[config.mk]
export PLATFORM = sky130hd
export DESIGN_NAME = wb_regfile
export DESIGN_NICKNAME = d
export VERILOG_FILES = /design/src/rtl/wb_regfile.sv
export SDC_FILE = /design/constraint.sdc
export NUM_CORES = 2
export LEC_CHECK = 0
export CORE_UTILIZATION = 50
export DETAILED_ROUTE_END_ITERATION = 8
export GPL_TIMING_DRIVEN = 0
export PLACE_DENSITY_LB_ADDON = 0.25
export SYNTH_ARGS = -nofsm -noshare
export SYNTH_HDL_FRONTEND = slang
export SYNTH_SLANG_ARGS = --single-unit
[constraint.sdc]
create_clock -name clk -period 3.2 [get_ports clk]
set_input_delay 0.48 -clock clk [delete_from_list [all_inputs] [get_ports clk]]
set_output_delay 0.48 -clock clk [all_outputs]
set_load 0.02 [all_outputs]
[src/rtl/wb_regfile.sv]
// wb_regfile: write-back select plus 32 x 32-bit general-purpose register file.
// Register 0 is hardwired to zero. Two combinational read ports feed ID, and a
// committed-write counter is kept for debug/performance checks.
// Optional feature macro: WB_REGFILE_BYPASS_EN (same-cycle write-to-read bypass).
module wb_regfile #(
  parameter int DATA_W = 32,
  parameter int ADDR_W = 5
) (
  input  logic              clk,
  input  logic              startin,
  input  logic              WB_reg_write,
  input  logic              WB_mem_to_reg,
  input  logic [DATA_W-1:0] WB_mem_data,
  input  logic [DATA_W-1:0] WB_alu_result,
  input  logic [ADDR_W-1:0] WB_mux_out,
  input  logic [ADDR_W-1:0] ID_rs,
  input  logic [ADDR_W-1:0] ID_rt,
  output logic [DATA_W-1:0] ID_read_data1,
  output logic [DATA_W-1:0] ID_read_data2,
  output logic [DATA_W-1:0] WB_write_data,
  output logic [31:0]       WB_commit_count
);

  localparam int DEPTH = 1 << ADDR_W;

  logic [DATA_W-1:0] r_regs [DEPTH];
  logic [31:0]       r_commit_count;
  logic [DATA_W-1:0] w_write_data;
  logic              w_commit;
  logic [DATA_W-1:0] w_read_data1;
  logic [DATA_W-1:0] w_read_data2;

  // Write-back source select and commit qualification (index 0 never commits).
  always_comb begin
    w_write_data = WB_alu_result;
    w_commit     = 1'b0;
    if (WB_mem_to_reg) begin
      w_write_data = WB_mem_data;
    end else begin
      w_write_data = WB_alu_result;
    end
    if (WB_reg_write && (WB_mux_out != {ADDR_W{1'b0}})) begin
      w_commit = 1'b1;
    end else begin
      w_commit = 1'b0;
    end
  end

  // Register array update: reset clears everything and beats a simultaneous commit.
  always_ff @(posedge clk) begin
    if (startin) begin
      for (int i = 0; i < DEPTH; i++) begin
        r_regs[i] <= {DATA_W{1'b0}};
      end
    end else if (w_commit) begin
      r_regs[WB_mux_out] <= w_write_data;
    end
  end

  // Commit counter: one increment per committing edge, free-running wrap.
  always_ff @(posedge clk) begin
    if (startin) begin
      r_commit_count <= 32'd0;
    end else if (w_commit) begin
      r_commit_count <= r_commit_count + 32'd1;
    end
  end

  // Read port 1: index 0 reads zero; optional bypass of the in-flight write.
  always_comb begin
    w_read_data1 = {DATA_W{1'b0}};
    if (ID_rs == {ADDR_W{1'b0}}) begin
      w_read_data1 = {DATA_W{1'b0}};
`ifdef WB_REGFILE_BYPASS_EN
    end else if (w_commit && (ID_rs == WB_mux_out)) begin
      w_read_data1 = w_write_data;
`endif
    end else begin
      w_read_data1 = r_regs[ID_rs];
    end
  end

  // Read port 2: same rules as port 1, independent index.
  always_comb begin
    w_read_data2 = {DATA_W{1'b0}};
    if (ID_rt == {ADDR_W{1'b0}}) begin
      w_read_data2 = {DATA_W{1'b0}};
`ifdef WB_REGFILE_BYPASS_EN
    end else if (w_commit && (ID_rt == WB_mux_out)) begin
      w_read_data2 = w_write_data;
`endif
    end else begin
      w_read_data2 = r_regs[ID_rt];
    end
  end

  assign ID_read_data1   = w_read_data1;
  assign ID_read_data2   = w_read_data2;
  assign WB_write_data   = w_write_data;
  assign WB_commit_count = r_commit_count;

endmodule

==> out/metrics.cfg <==
[routing]
detail_route.drc_violations = 1
drtAntennaViolNets = 0
firstDrtPassIters = 9
routed_via_density = 7.17
post_drt_wl_per_cell_um = 39.6
drt-initial-drc-count = 8329
num_vias = 40500
route.final.wire_length_mm = 224

[worst_hold_path]
hp-class = in2reg
whs_path_depth = 3

[cts]
clockBufferDepth = 3
clk_latency_ns = 0.71
ctsHoldBuffers = 0
cts.sink_count = 1056
ctsHtreeMaxLevel = 3
cts_buffers = 111
clock_tree.root_cell = sky130_fd_sc_hd__clkbuf_16
worst_path_clk_slew_ns = 0.06
tritoncts = built

[status]
violations = design-rule violations, negative setup slack
status = complete, but fails checks

[yosys]
synth-warning-count = 0
synth-edff-count = 1024
yosys.area_share.xor_xnor = 0.00195
synthesized_flop_and_latch_total = 1056
simple_gate_fraction_of_synth_area = 0.0932
synthTopCellsByCount = sky130_fd_sc_hd__nor2_1, sky130_fd_sc_hd__edfxtp_1, sky130_fd_sc_hd__mux4_2
synth_sequential_area_ratio = 0.582
synth.mux.area_fraction = 0.254
synth_top_area_cells = sky130_fd_sc_hd__edfxtp_1, sky130_fd_sc_hd__mux4_2, sky130_fd_sc_hd__nor2_1
postSynthCellCount = 3764
main_combinational_cell_family_by_area_after_synthesis = multiplexers
netlist.area_leader.share = 0.570
dominantRegCellSynth = sky130_fd_sc_hd__edfxtp_1
synth_area_um2 = 54000
synthAdderAreaFrac = 0.000232
synth.avg_cell_area_um2 = 14.3
synthArstFlopShare = 0
ys_types = 52
post_synthesis_compound_gate_area_fraction = 0.0343
synth.largest_area_cell = sky130_fd_sc_hd__edfxtp_1
yosysMostFrequentCell = sky130_fd_sc_hd__nor2_1

[floorplan]
ioPinCount = 211
core_area_um2 = 107000
die-height_um = 331
placementRows = 120
dieArea_um2 = 109000
floorplan.initialDensity = 0.504
dieWidth_um = 331

[finish]
finalNetCount = 4243
layout.filler_cells = 8047
fin_area_um2 = 65100
layout-drive-gt1-share = 0.318
area_growth_syn_to_layout_pct = 20.7

[placed_design]
place.gp.congestion = 1.01
dp_worst_slack_ns = -2.62
place.detailed.hpwl_mm = 157
buffers_on_ports = 199
post_detailed_placement_cell_area_um2 = 58600

[sta]
setup_repair_after_global_routing_missed_its_margin = true
finalClockSkew_ns = 0.00550
finalHoldViolCount = 0
final_max_slew_viol_count = 0
max-slew-margin-rel = 0.141
setup_viol = 179
post-route-worst-setup-slack_ns = -0.207
final_period_minus_worst_setup_slack_ns = 3.41
final_min_period_over_clock_period = 1.06
timing.fmax_ghz = 0.294
whs_ns = 0.480
measured_slew_at_the_worst_slew_check_pin_ns = 1.29
total_neg_setup_slack_ns = -15.01

[power_and_ir_drop]
power_per_cell_area_nw_per_um2 = 537
leakagePower_nw = 22.4
vdd.ir_drop.worst_uv = 453
report.power.total_mw = 35.0

[setup_path]
setup.worst_path.start_class = input pin
cp.depth = 7
path_max_fanout = 18
worst-path-buf-inv = 2
crit_arrival_ns = 3.81
critPathRequiredTime_ns = 3.60
cell_chain_of_the_critical_path = clkdlybuf4s50_1 > nor2b_1 > nand2_1 > nor2_1 > nand3_1 > nand2b_4 > buf_12
critPathMaxStageDelay_ns = 0.77
timing.critical_path.to_type = flop
crit_type = in2reg
cp_top_family = simple AND/OR/NAND/NOR gates
worst_path_cell_with_the_longest_stage_delay = sky130_fd_sc_hd__nand3_1
r2r.worst_path.cells = 6

[grt]
maximum_number_of_pins_on_one_net_before_global_route_repair = 28
grt.total_usage = 0.410
antenna_found_initial = 12
first_global_vias = 38500
grt_first_pass_wirelength_mm = 299
globalRoute.totalOverflow = 0

[run]
max_cap_violations = 0

==> kinds of logic (layout without fill, tap and decap cells) <==
family	Yosys count	count (layout)
compound gates	290	290
xor+xnor	12	12
fa+ha+maj	1	1
buf+inv	438	893
flops	1056	1056
mux	720	720
other cells	1	38
simple gates	1246	1246
==> placed cells by master, fill, tap and decap left out, types with 24 or more instances in the layout <==
master,synthesis,final
sky130_fd_sc_hd__mux2i_4,0,35
sky130_fd_sc_hd__buf_4,21,51
sky130_fd_sc_hd__nand2_1,81,62
sky130_fd_sc_hd__nor2_1,1032,1019
sky130_fd_sc_hd__clkdlybuf4s50_1,0,133
sky130_fd_sc_hd__clkbuf_16,0,119
sky130_fd_sc_hd__buf_6,2,54
sky130_fd_sc_hd__clkbuf_4,0,26
sky130_fd_sc_hd__a21oi_1,84,65
sky130_fd_sc_hd__conb_1,1,32
sky130_fd_sc_hd__o21ai_0,54,28
sky130_fd_sc_hd__clkbuf_1,277,200
sky130_fd_sc_hd__clkbuf_2,0,52
sky130_fd_sc_hd__edfxtp_1,1024,1024
sky130_fd_sc_hd__nor2b_1,28,26
sky130_fd_sc_hd__a22oi_2,0,38
sky130_fd_sc_hd__buf_8,0,24
sky130_fd_sc_hd__buf_2,69,31
sky130_fd_sc_hd__mux2_2,88,85
sky130_fd_sc_hd__nand2b_2,0,26
sky130_fd_sc_hd__mux4_2,512,512
sky130_fd_sc_hd__mux2i_1,120,65
sky130_fd_sc_hd__inv_1,42,42
sky130_fd_sc_hd__buf_12,0,45
sky130_fd_sc_hd__clkinv_2,0,24
sky130_fd_sc_hd__dfxtp_1,32,32
sky130_fd_sc_hd__clkinv_1,0,26
==> worst reg2reg max path: stages, from the launching register on <==
cell,delay (ns)
sky130_fd_sc_hd__dfxtp_1,0.47
sky130_fd_sc_hd__and4_4,0.32
sky130_fd_sc_hd__nand4_4,0.12
sky130_fd_sc_hd__or4_4,0.53
sky130_fd_sc_hd__buf_2,0.20
sky130_fd_sc_hd__or3_1,0.35
sky130_fd_sc_hd__a21oi_1,0.16
==> report_power, final <==
| group | internal (mW) | switching (mW) |
|---|---|---|
| clock network | 6.98 | 5.69 |
| registers | 15.9 | 0.385 |
| logic | 2.33 | 3.68 |
==> timing repair <==
item / CTS / global route
cloned: 0 / 2
pin swaps: 30 / 29
buffers inserted: 16 / 7
resized for setup: 939 / 161
setup endpoints to repair: 394 / 212
==> path summary, 6_finish.rpt <==
| path | from | end | slack [ns] |
|---|---|---|---|
| max | WB_reg_write | r_regs[6][10]$_SDFFCE_PN0P_ | -0.21 |
| min | WB_mux_out[4] | r_regs[28][0]$_SDFFCE_PN0P_ | 0.48 |
| max reg2reg | WB_commit_count[3]$_SDFFE_PP0P_ | WB_commit_count[27]$_SDFFE_PP0P_ | 0.98 |
| min reg2reg | WB_commit_count[31]$_SDFFE_PP0P_ | WB_commit_count[31]$_SDFFE_PP0P_ | 0.51 |
==> layer usage <==
layer | global-route usage | up-vias | wire length (um)
li1 | - | 15200 | -
met4 | 0.254 | 8 | 16900
met1 | 0.495 | 20200 | 70300
met2 | 0.592 | 4186 | 96700
met5 | 0.00913 | - | 175
met3 | 0.194 | 917 | 40200
==> through the flow <==
stage	utilization	instances
after floorplan	-	3795
after global placement	0.540	5397
after detailed placement	0.548	5436
after CTS	0.604	5646
after global routing	0.608	5655
final	0.608	5659
==> sequential cells by signal (all words and copies together), names as in the netlist <==
signal and flops:
r_regs 1024, WB_commit_count 32
==> layout make-up <==
| cell class | instances | area (um2) | area share |
|---|---|---|---|
| antenna | 6 | 15.0 | 0.000231 |
| buffer | 386 | 2920 | 0.0449 |
| clock buffer | 143 | 3000 | 0.0461 |
| clock inverter | 61 | 419 | 0.00644 |
| inverter | 42 | 158 | 0.00242 |
| multi-input combinational | 2301 | 22600 | 0.348 |
| sequential | 1056 | 31400 | 0.482 |
| tap | 1403 | 1760 | 0.0270 |
| timing repair buffer | 261 | 2820 | 0.0434 |
Note: power is estimated with default switching activity, not from simulation.
